### config.mk
export PLATFORM = sky130hd
export DESIGN_NAME = ro_freq_counter
export DESIGN_NICKNAME = d
export VERILOG_FILES = /design/src/rtl/ro_freq_counter.sv
export SDC_FILE = /design/constraint.sdc
export NUM_CORES = 1
export LEC_CHECK = 0
export CORE_MARGIN = 2
export CORE_UTILIZATION = 40
export CTS_BUF_LIST = sky130_fd_sc_hd__clkbuf_8
export DETAILED_ROUTE_END_ITERATION = 16
export PLACE_DENSITY = 0.71
export SLEW_MARGIN = 15
export SYNTH_ARGS = -nofsm -noshare
export SYNTH_HDL_FRONTEND = slang
export SYNTH_SLANG_ARGS = --single-unit
### constraint.sdc
create_clock -name wb_clk_i -period 5.3 [get_ports wb_clk_i]
set_clock_uncertainty 0.05 [all_clocks]
set_input_delay 1.06 -clock wb_clk_i [delete_from_list [all_inputs] [get_ports wb_clk_i]]
set_output_delay 1.06 -clock wb_clk_i [all_outputs]
set_load 0.05 [all_outputs]
### src/rtl/ro_freq_counter.sv
// ro_freq_counter: gated rising-edge counter for an asynchronous ring-oscillator input.
// A three-flop synchronizer feeds an edge detector that is counted over a window of N clocks.
module ro_freq_counter #(
  parameter int CNT_BITS  = 16,
  parameter int GATE_BITS = 24
) (
  input  logic                 wb_clk_i,
  input  logic                 wb_rst_i,
  input  logic                 osc_in,
  input  logic                 start,
  input  logic [GATE_BITS-1:0] gate_cycles,
  output logic [CNT_BITS-1:0]  count,
  output logic                 busy,
  output logic                 valid,
  output logic                 overflow
);
  typedef enum logic {IDLE, COUNT} state_t;
  state_t               r_state, w_next;
  logic                 r_sync1, r_sync2, r_sync3;
  logic [GATE_BITS-1:0] r_timer;
  logic [CNT_BITS-1:0]  r_count;
  logic                 r_valid, r_overflow;
  logic                 w_edge, w_accept, w_last, w_sat;
  assign w_edge   = r_sync2 & ~r_sync3;
  assign w_accept = (r_state == IDLE) && start;
  assign w_last   = (r_state == COUNT) && (r_timer == GATE_BITS'(1));
  assign w_sat    = &r_count;
  assign count    = r_count;
  assign busy     = r_state == COUNT;
  assign valid    = r_valid;
  assign overflow = r_overflow;
  always_comb begin
    w_next = r_state;
    w_next = (w_accept && gate_cycles != '0) ? COUNT : w_last ? IDLE : r_state;
  end
  always_ff @(posedge wb_clk_i or posedge wb_rst_i) begin
    if (wb_rst_i) r_state <= IDLE;
    else          r_state <= w_next;
  end
  always_ff @(posedge wb_clk_i or posedge wb_rst_i) begin
    if (wb_rst_i) begin
      r_sync1 <= 1'b0;
      r_sync2 <= 1'b0;
      r_sync3 <= 1'b0;
    end else begin
      r_sync1 <= osc_in;
      r_sync2 <= r_sync1;
      r_sync3 <= r_sync2;
    end
  end
  // A zero-length window completes on the accepting edge itself.
  always_ff @(posedge wb_clk_i or posedge wb_rst_i) begin
    if (wb_rst_i) begin
      r_timer    <= '0;
      r_count    <= '0;
      r_valid    <= 1'b0;
      r_overflow <= 1'b0;
    end else if (w_accept) begin
      r_timer    <= gate_cycles;
      r_count    <= '0;
      r_overflow <= 1'b0;
      r_valid    <= gate_cycles == '0;
    end else if (r_state == COUNT) begin
      r_timer <= r_timer - GATE_BITS'(1);
      if (w_last) r_valid <= 1'b1;
      if (w_edge) begin
        if (w_sat) r_overflow <= 1'b1;
        else       r_count    <= r_count + CNT_BITS'(1);
      end
    end
  end
endmodule

==> impl_metrics.ini <==
[run_status]
run_status = finished, final reports clean

[timing]
max_freq_mhz = 288
drv_slew = 0
fin_setup_tns_ns = 0
worst_slew_margin_relative_to_its_limit = 0.168
worst_slew_pin_slew_ns = 1.25
hold_viol = 0
layout_min_cycle_time_ns = 3.48
rsz0062_at_grt = false
final-setup-viol-count = 0
post-route-period-util = 0.656

[routing]
drc = 0
drt-initial-drc-count = 124
route.detailed.wl_per_inst_um = 15.7
wirelength_um = 6650
drt-vias-per-instance = 6.17
firstDrtPassIters = 4
antenna_violating_nets_left = 0
detailroute.via_count = 2611

[power_and_ir_drop]
pwrdens_mw_per_mm2 = 395
max-vdd-ir-drop_mv = 0.193
fin_total_pwr_mw = 1.34
leakagePower_nw = 1.24

[placement]
gp_congestion = 0.814
portBuffers = 46
detailed_place_hpwl_um = 4560

[synthesis]
netlist_instances = 304
yosys_warnings = 0
synth_fp_nets = 335
ys_seq_area_frac = 0.416
netlist_area_mm2 = 0.00277
synthFlopType = sky130_fd_sc_hd__dfrtp_1
synth-seq-cells = 46
synth-async-reset-ratio = 1.00
synth-edff-count = 0
syn_avg_cell_area_um2 = 9.10
yosysUniqueCellTypes = 44

[grt]
use_met2 = 0.302
global_route_wire_length_before_repair_um = 11200
busiest_layer = met2
antenna_violations_before_repair = 0
grt_util_all_layers = 0.186
globalRoute.totalOverflow = 0
largest_net_degree_at_the_start_of_global_routing = 52
first_global_vias = 2386
groute.layer.met1.usage = 0.260
gr_met3_demand_resource = 0.0313

[worst_setup_path]
r2r-end = r_timer[18]
critical_path.endpoint = count[7]
criticalPathCategory = input port to flip-flop
endpoint_kind = flip-flop
setup.reg_to_reg.worst_slack_ns = 2.56
critPathLaunchType = input port
setup.worst_path.start = start
count_of_cells_along_the_worst_register_to_register_path = 6
critical_path.reg2reg.startpoint = r_timer[0]
critical_path_required_ns = 5.45
maximum_fanout_along_the_worst_path = 47
worst-endpoint-arrival_ns = 3.63

[layout]
n_antenna_cell = 0
area_occupied_by_multi_input_gates_mm2 = 0.00153
num-nets-final = 373
area.sequential_mm2 = 0.00115
filler_cell_count = 657
layout-area-overhead-vs-synth_pct = 22.3
final_layout_size_suffix_gt1_frac = 0.0496

[die]
initial_core_util = 0.410
floorplan.io_pins = 47
die_x_um = 87.2
placementRows = 30
dieHeight_um = 87.2
design.die.area_mm2 = 0.00760
placeableCoreArea_mm2 = 0.00676

[worst_hold_path]
min_path_type = flip-flop to flip-flop
origin_of_the_worst_min_delay_path = r_sync1

[clock_tree]
cts_inserted_buffers = 5
ctsResizeCount = 0
worst_skew_pair.late_latency_ns = 0.30
cts_tree = yes
cts.path.max_buffers = 2
clk_pin_slew_worst_paths_ns = 0.09
ctsHtreeMaxLevel = 2
post_cts_hold_buffer_count = 0
clock_sink_count = 46
clockRootBuffer = sky130_fd_sc_hd__clkbuf_8
post_cts_setup_buffer_count = 0

[run]
timing.max_cap.violations = 0
## layer usage
layer | vias up | share of wire
met2 | 79 | 0.47
li1 | 1259 | -
met1 | 1268 | 0.46
met4 | 0 | 0.0069
met5 | - | 0
met3 | 5 | 0.060
## layout by cell type (no fill, tap or decap), types with 2 or more instances in the layout
master	instances
sky130_fd_sc_hd__a21oi_1	25
sky130_fd_sc_hd__clkdlybuf4s50_1	46
sky130_fd_sc_hd__or3_1	6
sky130_fd_sc_hd__o31ai_1	13
sky130_fd_sc_hd__nand4_1	8
sky130_fd_sc_hd__nand3_1	14
sky130_fd_sc_hd__nand2_1	12
sky130_fd_sc_hd__nor4_1	10
sky130_fd_sc_hd__nor4b_1	2
sky130_fd_sc_hd__a31oi_1	11
sky130_fd_sc_hd__nor3_1	6
sky130_fd_sc_hd__xor2_1	7
sky130_fd_sc_hd__nand2b_1	4
sky130_fd_sc_hd__mux2i_1	2
sky130_fd_sc_hd__a211oi_1	25
sky130_fd_sc_hd__a311oi_1	2
sky130_fd_sc_hd__and4_1	2
sky130_fd_sc_hd__or4_1	14
sky130_fd_sc_hd__inv_1	3
sky130_fd_sc_hd__nor2_1	16
sky130_fd_sc_hd__nor2b_1	21
sky130_fd_sc_hd__dfrtp_1	46
sky130_fd_sc_hd__a41o_1	2
sky130_fd_sc_hd__o21ai_0	4
sky130_fd_sc_hd__ha_1	3
sky130_fd_sc_hd__o41ai_1	3
sky130_fd_sc_hd__xnor2_1	5
sky130_fd_sc_hd__and3_1	2
sky130_fd_sc_hd__clkbuf_8	6
sky130_fd_sc_hd__or4b_1	2
sky130_fd_sc_hd__buf_4	5
## area by class of cell
cell class / count / share of cell area
well taps: 80 / 0.0296
flip-flops and latches: 46 / 0.340
clock buffers: 6 / 0.0244
clock inverters: 2 / 0.00370
repair buffers: 51 / 0.147
inverters: 4 / 0.00444
multi-input cells: 234 / 0.451
## state kept, by name (all words and copies together) (netlist names)
| signal | cells |
|---|---|
| busy | 1 |
| count | 16 |
| overflow | 1 |
| r_sync1 | 1 |
| r_sync2 | 1 |
| r_sync3 | 1 |
| r_timer | 24 |
| valid | 1 |
## worst max-delay path, stage by stage
cell and delay (ns):
sky130_fd_sc_hd__clkdlybuf4s50_1 0.48, sky130_fd_sc_hd__buf_4 0.41, sky130_fd_sc_hd__nand2b_1 0.36, sky130_fd_sc_hd__a211oi_1 0.89, sky130_fd_sc_hd__a31oi_1 0.18, sky130_fd_sc_hd__a41o_1 0.24
## cells by family after synthesis
group                    after synthesis  synth area share
flip-flops                            46             0.416
adder cells (fa/ha/maj)                3            0.0136
AO/OA/AOI/OAI                         92             0.226
XOR/XNOR                              12            0.0380
buffers and inverters                 24            0.0330
AND/OR/NAND/NOR                      125             0.267
multiplexers                           2           0.00723
## synth_stat cells (2+ instances only)
| cell | count | area share |
|---|---|---|
| sky130_fd_sc_hd__clkbuf_1 | 17 | 0.023 |
| sky130_fd_sc_hd__dfrtp_1 | 46 | 0.42 |
| sky130_fd_sc_hd__nand2_1 | 12 | 0.016 |
| sky130_fd_sc_hd__o41ai_1 | 3 | 0.0095 |
| sky130_fd_sc_hd__or3_1 | 6 | 0.014 |
| sky130_fd_sc_hd__nand2b_1 | 4 | 0.0090 |
| sky130_fd_sc_hd__a311oi_1 | 2 | 0.0063 |
| sky130_fd_sc_hd__nor4b_1 | 2 | 0.0063 |
| sky130_fd_sc_hd__o21ai_0 | 4 | 0.0072 |
| sky130_fd_sc_hd__a31oi_1 | 11 | 0.025 |
| sky130_fd_sc_hd__ha_1 | 3 | 0.014 |
| sky130_fd_sc_hd__nand3_1 | 14 | 0.025 |
| sky130_fd_sc_hd__and4_1 | 2 | 0.0063 |
| sky130_fd_sc_hd__xnor2_1 | 5 | 0.016 |
| sky130_fd_sc_hd__buf_1 | 2 | 0.0027 |
| sky130_fd_sc_hd__o31ai_1 | 13 | 0.035 |
| sky130_fd_sc_hd__a41o_1 | 2 | 0.0072 |
| sky130_fd_sc_hd__or4_1 | 14 | 0.038 |
| sky130_fd_sc_hd__inv_1 | 4 | 0.0054 |
| sky130_fd_sc_hd__or4b_1 | 2 | 0.0072 |
| sky130_fd_sc_hd__a21oi_1 | 25 | 0.045 |
| sky130_fd_sc_hd__xor2_1 | 7 | 0.022 |
| sky130_fd_sc_hd__nor3_1 | 6 | 0.011 |
| sky130_fd_sc_hd__nor4_1 | 10 | 0.023 |
| sky130_fd_sc_hd__and3_1 | 2 | 0.0045 |
| sky130_fd_sc_hd__mux2i_1 | 2 | 0.0072 |
| sky130_fd_sc_hd__nand4_1 | 8 | 0.018 |
| sky130_fd_sc_hd__a211oi_1 | 25 | 0.068 |
| sky130_fd_sc_hd__nor2b_1 | 21 | 0.047 |
| sky130_fd_sc_hd__nor2_1 | 16 | 0.022 |
## power breakdown
part           switching (mW)  internal (mW)
sequential              0.150          0.459
clock                   0.123          0.105
combinational           0.273          0.227
## worst min-delay path by stage
stage | to | slack (ns) | cells past startpoint
final | r_sync2 | 0.30 | 0
after global routing | r_sync2 | 0.31 | 0
after CTS | r_sync2 | 0.30 | 0
after detailed placement | r_sync2 | 0.29 | 0
after global placement | r_sync2 | 0.29 | 0
after floorplan | r_sync2 | 0.28 | 0
## per-stage QoR
stage          instance area (um^2)  utilization  instances  hold slack, ns  setup WS, ns
2_1_floorplan                  2770            -        304           0.281          2.66
3_3_place_gp                   3290        0.487        415           0.286          1.64
3_5_place_dp                   3290        0.487        415           0.290          1.53
4_1_cts                        3380        0.501        423           0.305          1.85
5_1_grt                        3380        0.501        423           0.314          1.59
6_report                       3380        0.501        423           0.305          1.82
Power figures use the tool's default switching activity.
